[config.mk]
export PLATFORM = sky130hd
export DESIGN_NAME = instr_encoder
export DESIGN_NICKNAME = d
export VERILOG_FILES = /design/src/rtl/instr_encoder_pkg.sv /design/src/rtl/instr_encoder_word_builder.sv /design/src/rtl/instr_encoder.sv
export SDC_FILE = /design/constraint.sdc
export NUM_CORES = 1
export LEC_CHECK = 0
export CORE_MARGIN = 2
export CORE_UTILIZATION = 52
export CTS_CLUSTER_SIZE = 25
export DETAILED_ROUTE_END_ITERATION = 12
export HOLD_SLACK_MARGIN = 0.08
export PLACE_DENSITY = 0.81
export SLEW_MARGIN = 5
export SYNTH_ARGS = -nofsm -noshare
export SYNTH_HDL_FRONTEND = slang
export SYNTH_HIERARCHICAL = 1
export SYNTH_SLANG_ARGS = --single-unit
[constraint.sdc]
create_clock -name clk -period 3.3 [get_ports clk]
set_input_delay 0.66 -clock clk [delete_from_list [all_inputs] [get_ports clk]]
set_output_delay 0.66 -clock clk [all_outputs]
set_load 0.1 [all_outputs]
[src/rtl/instr_encoder_pkg.sv]
// Shared constants for the MIPS instruction encoder: request op codes, machine
// opcode/funct fields (common with the decoder), FSM states and request record.
package instr_encoder_pkg;

    localparam logic [4:0] OP_ADD  = 5'd0;
    localparam logic [4:0] OP_SUB  = 5'd1;
    localparam logic [4:0] OP_AND  = 5'd2;
    localparam logic [4:0] OP_OR   = 5'd3;
    localparam logic [4:0] OP_SLT  = 5'd4;
    localparam logic [4:0] OP_SLL  = 5'd5;
    localparam logic [4:0] OP_LW   = 5'd6;
    localparam logic [4:0] OP_SW   = 5'd7;
    localparam logic [4:0] OP_BEQ  = 5'd8;
    localparam logic [4:0] OP_BNE  = 5'd9;
    localparam logic [4:0] OP_J    = 5'd10;
    localparam logic [4:0] OP_ADDI = 5'd11;
    localparam logic [4:0] OP_ORI  = 5'd12;
    localparam logic [4:0] OP_NOP  = 5'd13;
    localparam logic [4:0] OP_MOVE = 5'd14;
    localparam logic [4:0] OP_LI   = 5'd15;
    localparam logic [4:0] OP_BLT  = 5'd16;
    localparam logic [4:0] OP_BGE  = 5'd17;

    localparam logic [5:0] OPC_RTYPE = 6'b000000;
    localparam logic [5:0] OPC_J     = 6'b000010;
    localparam logic [5:0] OPC_BEQ   = 6'b000100;
    localparam logic [5:0] OPC_BNE   = 6'b000101;
    localparam logic [5:0] OPC_ADDI  = 6'b001000;
    localparam logic [5:0] OPC_ORI   = 6'b001101;
    localparam logic [5:0] OPC_LW    = 6'b100011;
    localparam logic [5:0] OPC_SW    = 6'b101011;

    localparam logic [5:0] FN_SLL = 6'b000000;
    localparam logic [5:0] FN_ADD = 6'b100000;
    localparam logic [5:0] FN_SUB = 6'b100010;
    localparam logic [5:0] FN_AND = 6'b100100;
    localparam logic [5:0] FN_OR  = 6'b100101;
    localparam logic [5:0] FN_SLT = 6'b101010;

    typedef enum logic [1:0] {ST_IDLE, ST_W0, ST_W1, ST_W2} state_e;

    typedef struct packed {
        logic [4:0]  op;
        logic [4:0]  rs;
        logic [4:0]  rt;
        logic [4:0]  rd;
        logic [4:0]  shamt;
        logic [31:0] imm;
        logic [25:0] target;
    } req_t;

    function automatic logic [31:0] r_word(input logic [4:0] rs, input logic [4:0] rt,
                                           input logic [4:0] rd, input logic [4:0] shamt,
                                           input logic [5:0] funct);
        return {OPC_RTYPE, rs, rt, rd, shamt, funct};
    endfunction

    function automatic logic [31:0] i_word(input logic [5:0] opc, input logic [4:0] rs,
                                           input logic [4:0] rt, input logic [15:0] imm);
        return {opc, rs, rt, imm};
    endfunction

endpackage

[src/rtl/instr_encoder_word_builder.sv]
// Combinational map from a request record and word index to one machine word,
// its last-word flag and the unsupported-op flag.
module instr_word_builder
    import instr_encoder_pkg::*;
#(
    parameter int AT_REG = 1
) (
    input  req_t        req,
    input  logic [1:0]  idx,
    output logic [31:0] instr,
    output logic        last,
    output logic        err
);

    localparam logic [4:0] AT = AT_REG[4:0];

    logic li_short;

    always_comb begin
        instr    = 32'h0000_0000;
        last     = 1'b1;
        err      = 1'b0;
        // Sign-extended 16-bit immediate reproduces the full value: one ADDI suffices.
        li_short = (&req.imm[31:15]) || !(|req.imm[31:15]);
        case (req.op)
            OP_ADD:  instr = r_word(req.rs, req.rt, req.rd, 5'd0, FN_ADD);
            OP_SUB:  instr = r_word(req.rs, req.rt, req.rd, 5'd0, FN_SUB);
            OP_AND:  instr = r_word(req.rs, req.rt, req.rd, 5'd0, FN_AND);
            OP_OR:   instr = r_word(req.rs, req.rt, req.rd, 5'd0, FN_OR);
            OP_SLT:  instr = r_word(req.rs, req.rt, req.rd, 5'd0, FN_SLT);
            OP_SLL:  instr = r_word(5'd0, req.rt, req.rd, req.shamt, FN_SLL);
            OP_LW:   instr = i_word(OPC_LW, req.rs, req.rt, req.imm[15:0]);
            OP_SW:   instr = i_word(OPC_SW, req.rs, req.rt, req.imm[15:0]);
            OP_BEQ:  instr = i_word(OPC_BEQ, req.rs, req.rt, req.imm[15:0]);
            OP_BNE:  instr = i_word(OPC_BNE, req.rs, req.rt, req.imm[15:0]);
            OP_J:    instr = {OPC_J, req.target};
            OP_ADDI: instr = i_word(OPC_ADDI, req.rs, req.rt, req.imm[15:0]);
            OP_ORI:  instr = i_word(OPC_ORI, req.rs, req.rt, req.imm[15:0]);
            OP_NOP:  instr = 32'h0000_0000;
            OP_MOVE: instr = r_word(req.rs, 5'd0, req.rd, 5'd0, FN_ADD);
            OP_LI: begin
                if (li_short) begin
                    instr = i_word(OPC_ADDI, 5'd0, req.rt, req.imm[15:0]);
                end else begin
                    case (idx)
                        2'd0: begin
                            instr = i_word(OPC_ORI, 5'd0, req.rt, req.imm[31:16]);
                            last  = 1'b0;
                        end
                        2'd1: begin
                            instr = r_word(5'd0, req.rt, req.rt, 5'd16, FN_SLL);
                            last  = (req.imm[15:0] == 16'h0000);
                        end
                        default: instr = i_word(OPC_ORI, req.rt, req.rt, req.imm[15:0]);
                    endcase
                end
            end
            OP_BLT, OP_BGE: begin
                if (idx == 2'd0) begin
                    instr = r_word(req.rs, req.rt, AT, 5'd0, FN_SLT);
                    last  = 1'b0;
                end else begin
                    instr = i_word((req.op == OP_BLT) ? OPC_BNE : OPC_BEQ, AT, 5'd0, req.imm[15:0]);
                end
            end
            default: err = 1'b1;
        endcase
    end

endmodule

[src/rtl/instr_encoder.sv]
// MIPS instruction encoder: accepts symbolic requests and streams 1-3 machine
// words per request through a registered valid/ready output.
module instr_encoder
    import instr_encoder_pkg::*;
#(
    parameter int AT_REG = 1,
    parameter int CNT_W  = 16
) (
    input  logic             clk,
    input  logic             rst_n,
    input  logic             in_valid,
    output logic             in_ready,
    input  logic [4:0]       in_op,
    input  logic [4:0]       in_rs,
    input  logic [4:0]       in_rt,
    input  logic [4:0]       in_rd,
    input  logic [4:0]       in_shamt,
    input  logic [31:0]      in_imm,
    input  logic [25:0]      in_target,
    output logic             out_valid,
    input  logic             out_ready,
    output logic [31:0]      out_instr,
    output logic             out_last,
    output logic             out_err,
    output logic [CNT_W-1:0] word_cnt
);

    state_e           state_q, state_d;
    req_t             req_q, req_d;
    req_t             in_req, build_req;
    logic [1:0]       build_idx;
    logic [31:0]      instr_q, instr_d, build_instr;
    logic             last_q, last_d, build_last;
    logic             err_q, err_d, build_err;
    logic [CNT_W-1:0] word_cnt_q, word_cnt_d;
    logic             accept, fire;

    assign in_req    = '{op: in_op, rs: in_rs, rt: in_rt, rd: in_rd, shamt: in_shamt,
                         imm: in_imm, target: in_target};
    assign out_valid = (state_q != ST_IDLE);
    assign fire      = out_valid && out_ready;
    assign in_ready  = !out_valid || (out_ready && last_q);
    assign accept    = in_valid && in_ready;

    // A newly accepted request builds its first word straight from the input
    // fields; later words come from the latched copy.
    assign build_req = accept ? in_req : req_q;
    assign build_idx = accept ? 2'd0 : ((state_q == ST_W0) ? 2'd1 : 2'd2);

    instr_word_builder #(.AT_REG(AT_REG)) u_builder (
        .req   (build_req),
        .idx   (build_idx),
        .instr (build_instr),
        .last  (build_last),
        .err   (build_err)
    );

    always_comb begin
        state_d    = state_q;
        req_d      = req_q;
        instr_d    = instr_q;
        last_d     = last_q;
        err_d      = err_q;
        word_cnt_d = word_cnt_q + CNT_W'(fire);
        if (accept) begin
            req_d   = in_req;
            instr_d = build_instr;
            last_d  = build_last;
            err_d   = build_err;
            state_d = ST_W0;
        end else if (fire) begin
            if (last_q) begin
                state_d = ST_IDLE;
            end else begin
                instr_d = build_instr;
                last_d  = build_last;
                err_d   = build_err;
                state_d = (state_q == ST_W0) ? ST_W1 : ST_W2;
            end
        end
    end

    always_ff @(posedge clk or negedge rst_n) begin
        if (!rst_n) begin
            state_q    <= ST_IDLE;
            req_q      <= '0;
            instr_q    <= 32'h0000_0000;
            last_q     <= 1'b0;
            err_q      <= 1'b0;
            word_cnt_q <= '0;
        end else begin
            state_q    <= state_d;
            req_q      <= req_d;
            instr_q    <= instr_d;
            last_q     <= last_d;
            err_q      <= err_d;
            word_cnt_q <= word_cnt_d;
        end
    end

    assign out_instr = instr_q;
    assign out_last  = last_q;
    assign out_err   = err_q;
    assign word_cnt  = word_cnt_q;

endmodule

# Word-level counts from Yosys, hierarchy flattened
# Index checks and enable logic that the tools add are counted.
# op_classes
n_addsub	1
multipliers	0
div	0
n_lt_le_gt_ge	0
n_eq_ne	20
shift	0
muxes	26
bitwise	0
reduce_logical	17
# ops
op	count
$pmux W32 S16	1
$mux W32	5
$mux W83	1
$pmux W30 S2	1
$eq A5 B4 Y1 const B	8
$eq A5 B3 Y1 const B	4
$reduce_or A18 Y1	1
$reduce_and A17 Y1	1
$reduce_or A17 Y1	1
$add A16 B1 Y16	1
$logic_not A16 Y1	1
$mux W1	11
$eq A5 B2 Y1 const B	2
$eq A5 B5 Y1 const B	2
$mux W2	5
$eq A5 B1 Y1 const B	1
$logic_not A5 Y1	1
$eq A2 B1 Y1 const B	2
$pmux W1 S2	2
$reduce_bool A2 Y1	2
$logic_and A1 B1 Y1	3
$logic_not A1 Y1	2
$logic_not A2 Y1	1
$logic_or A1 B1 Y1	2
other kinds (3)	3
# word_totals
reg_bits	135
latchBits	0
ram_bits	0
mem_bits_ro	0
input_bits	87
output_inout_bits	52
word_cells	76
n_memories	0

# Longest topological paths before layout
# logic_depth
word_depth	13
depth_mapped	15
depth_no_buf	10

# By module
# The synthesis kept the hierarchy.
# modules_own_cells
mod	n_inst	cells_each	area_each_um2	seq_area_each_um2
instr_encoder	1	326	5479.0	3378.2
instr_word_builder	1	196	1345.0	0.0

# Worst setup path before layout
# No wires, ideal clock.
# synth_timing
kind	register to register
from	register last_q, in the netlist out_last
to	register instr_q[15], in the netlist out_instr[15]
arrival_ns	3.740
required_ns	3.174
setup_slack_ns	-0.565
stages_incl_launch_ff	13
path_buffers	2
period_less_slack_ns	3.865
cell_sequence	dfrtp_1 o2bb2ai_2 nand2_2 buf_6 buf_6 mux2_4 nor4_1 and3_1 nand4_1 nand3_2 nor2_1 a221o_1 mux2_2
# synth_rtl
element	line	source
start, declared	instr_encoder.sv:33	logic last_q, last_d, build_last;
start signal, assigned	instr_encoder.sv:95	last_q <= last_d;
end signal, assigned	instr_encoder.sv:94	instr_q <= instr_d;
end, declared	instr_encoder.sv:32	logic [31:0] instr_q, instr_d, build_instr;

==> impl_metrics.csv <==
group,metric,value,unit
status,status,"finished clean",
cts,cts_root_buf,"clkbuf_16",
synthesis,synth_edf_count,0,
cts,clockBufferDepth,2,
finish,multiInputGateArea,3210,um^2
job,max_cap_violations,0,
route,wirelength,18000,um
synthesis,async_reset_ff_frac,1.00,
floorplan,ios,139,
sta,drv_slew,0,
floorplan,rows,41,
critical_path,arrival,3.49,ns
floorplan,die_h,119,um
sta,clock_skew,0.00688,ns
cts,numCtsBuffers,17,
route,viasPerCell,5.64,
synthesis,ys.flop_type,"dfrtp_1",
floorplan,initial_core_util,0.536,
finish,final_cell_mix,"buf_4, dfrtp_1, clkdlybuf4s50_1, mux2_2, mux2_4",
global_route,grt_max_degree,72,
route,antenna_left,0,
floorplan,core_region_area,12700,um^2
cts,cts_tree,"yes",
global_route,antenna_found_initial,0,
global_route,grt.overflow.total,0,
sta,fin_crit_sh,0.964,
finish,area_growth,39.7,%
finish,mostFrequentLayoutCell,"buf_4",
synthesis,synth_area_leaders,"dfrtp_1, mux2_4, mux2_2",
finish,finalInstanceArea,9530,um^2
sta,rsz0062_at_grt,"no",
placement,dp_cells,892,
critical_path,crit_required,3.60,ns
critical_path,startpoint_type,"input port",
power_and_ir_drop,power.share.sequential,0.245,
route,vias,5209,
cts,htreeDepth,4,
synthesis,yosysWarnings,6,
floorplan,die_area,14100,um^2
cts,clock_latency,0.42,ns
synthesis,netlist.area_leader.share,0.495,
finish,nNetsFinal,829,
cts,cts.sinks,135,
route,wire_per_inst,19.5,um
power_and_ir_drop,leakage,4.47,nW
cts,post_cts_buffers,0,
placement,dp_hpwl,13000,um
power_and_ir_drop,switching_power,4.67,mW
global_route,grt-busiest-layer,"met2",
power_and_ir_drop,total_power,11.2,mW
placement,port-buffer-count,138,
power_and_ir_drop,clock_power_share,0.204,
sta,hold_violations,0,
worst_hold_path,hold_path_class,"input port to asynchronous set/reset pin",
route,dr.pass1.iters,5,
synthesis,ys_ff_latch,135,
global_route,use_met2,0.431,
power_and_ir_drop,irDropWorstVdd,0.713,mV
route,drt-initial-drc-count,360,
synthesis,syn_area_per_cell,13.1,um^2
power_and_ir_drop,p_int,6.54,mW
synthesis,ys_types,63,
global_route,grt_pass1_vias,5497,
power_and_ir_drop,powerDensity,1180,nW/um^2
synthesis,synth_cells,522,
finish,final_cells,924,
global_route,met1_usage,0.356,
placement,gp_congestion,0.911,
synthesis,synth-seq-area-share,0.495,
critical_path,setup.worst_path.class,"input port to flop",
sta,tightest_slew,0.613,ns
finish,fillers,868,
global_route,grt_pass1_wl,29400,um
critical_path,cp_max_fo,8,
sta,setup_violations,0,
sta,max_freq,314,MHz
sta,maxSlewHeadroom,0.592,
finish,seq_area,3380,um^2
sta,period_needed,3.18,ns
power_and_ir_drop,p_comb_frac,0.552,
placement,postPlaceCellArea,8810,um^2
finish,drive_gt1_frac,0.436,
power_and_ir_drop,switching_share,0.417,
global_route,grt_usage,0.268,
floorplan,die_width,119,um
finish,antennaDiodeCount,0,
cts,cts.clk_slew.worst_paths,0.06,ns
synthesis,syn-num-nets,612,
synthesis,syn_area,6820,um^2
route,post-route-drc-count,0,
synthesis,yosysTopAreaCell,"dfrtp_1",
critical_path,crit_path_end_kind,"flop",
global_route,use_met3,0.0618,
state kept, by name, summed over array words and instances, names as in the netlist:
signal and count:
out_err 1, out_last 1, out_instr 32, state_q 2, req_q 83, word_cnt 16
final cells by class:
| cell class | count | share of cell area |
|---|---|---|
| sequential | 135 | 0.355 |
| inverter | 6 | 0.00236 |
| timing repair buffer | 228 | 0.209 |
| multi-input combinational | 351 | 0.337 |
| tap | 172 | 0.0226 |
| clock inverter | 11 | 0.0252 |
| clock buffer | 21 | 0.0494 |
worst max-delay path, cell delays in order:
cell and delay (ns):
clkdlybuf4s50_1 0.54, o2bb2ai_4 0.15, nand2_4 0.13, buf_12 0.17
mux2_4 0.30, nor4_1 0.28, and3_1 0.24, nand4_1 0.17
nand3_4 0.15, nor2_4 0.08, a221o_1 0.32, mux2_4 0.27
power by group through the flow:
stage | sequential [mW] | clock, mW | combinational [mW]
finish | 2.74 | 2.29 | 6.18
global route | 2.82 | 2.37 | 6.53
CTS | 2.74 | 2.31 | 6.16
detailed placement | 2.76 | 0 | 6.10
global placement | 2.71 | 0 | 6.01
floorplan | 4.09 | 0 | 2.99
metrics by stage:
step,setup slack [ns],hold slack (ns),TNS (ns),utilization
global route,0.0252,0.274,0,0.749
finish,0.118,0.226,0,0.749
CTS,0.138,0.243,0,0.749
detailed placement,-0.432,0.460,-7.44,0.693
global placement,-0.273,0.457,-4.60,0.693
floorplan,-0.0651,0.364,-0.496,-
Yosys cell counts (all sizes together), types with 2 or more instances:
cell type,count
or2,2
clkbuf,7
inv,6
nor4,10
nand2b,3
nand4,9
a22o,14
xnor2,4
nor2b,4
mux2i,4
a21oi,24
mux2,123
nor3,10
nand2,19
buf,23
o21ai,12
a221o,11
nor2,26
a22oi,6
nor3b,4
xor2,11
dfrtp,135
o211ai,2
and3,3
nand3,18
o221ai,3
a211oi,2
o22ai,6
ha,3
and2,2
a221oi,3
cells by family after synthesis:
family                   share of synthesized area
AO/OA/AOI/OAI                                0.102
XOR/XNOR                                    0.0193
adder cells (fa/ha/maj)                    0.00550
buffers and inverters                       0.0425
flip-flops                                   0.495
multiplexers                                 0.241
other                                     0.000550
AND/OR/NAND/NOR                             0.0933
final timing paths:
path | from | to | slack, ns | cells past startpoint
min in group clk | word_cnt[15]$_DFF_PN0_ | word_cnt[15]$_DFF_PN0_ | 0.47 | 1
hold / removal | rst_n | out_err$_DFFE_PN0P_ | 0.23 | 1
max in group asynchronous | rst_n | req_q[16]$_DFF_PN0_ | 2.30 | 2
setup / recovery | out_ready | out_instr[2]$_DFFE_PN0P_ | 0.12 | 12
setup reg to reg | state_q[0]$_DFFE_PN0P_ | out_instr[2]$_DFFE_PN0P_ | 0.37 | 11
hold reg to reg | word_cnt[15]$_DFF_PN0_ | word_cnt[15]$_DFF_PN0_ | 0.47 | 1
metal layers:
layer,wire length (um),up-vias
met1,7940,2638
li1,-,2372
met5,0,-
met4,333,0
met3,991,29
met2,8770,170
what timing repair did:
action,CTS,global route
hold buffers,0,0
gates resized for setup,1,0
setup endpoints to repair,1,0
No activity file was read; power rests on OpenSTA's default activity.
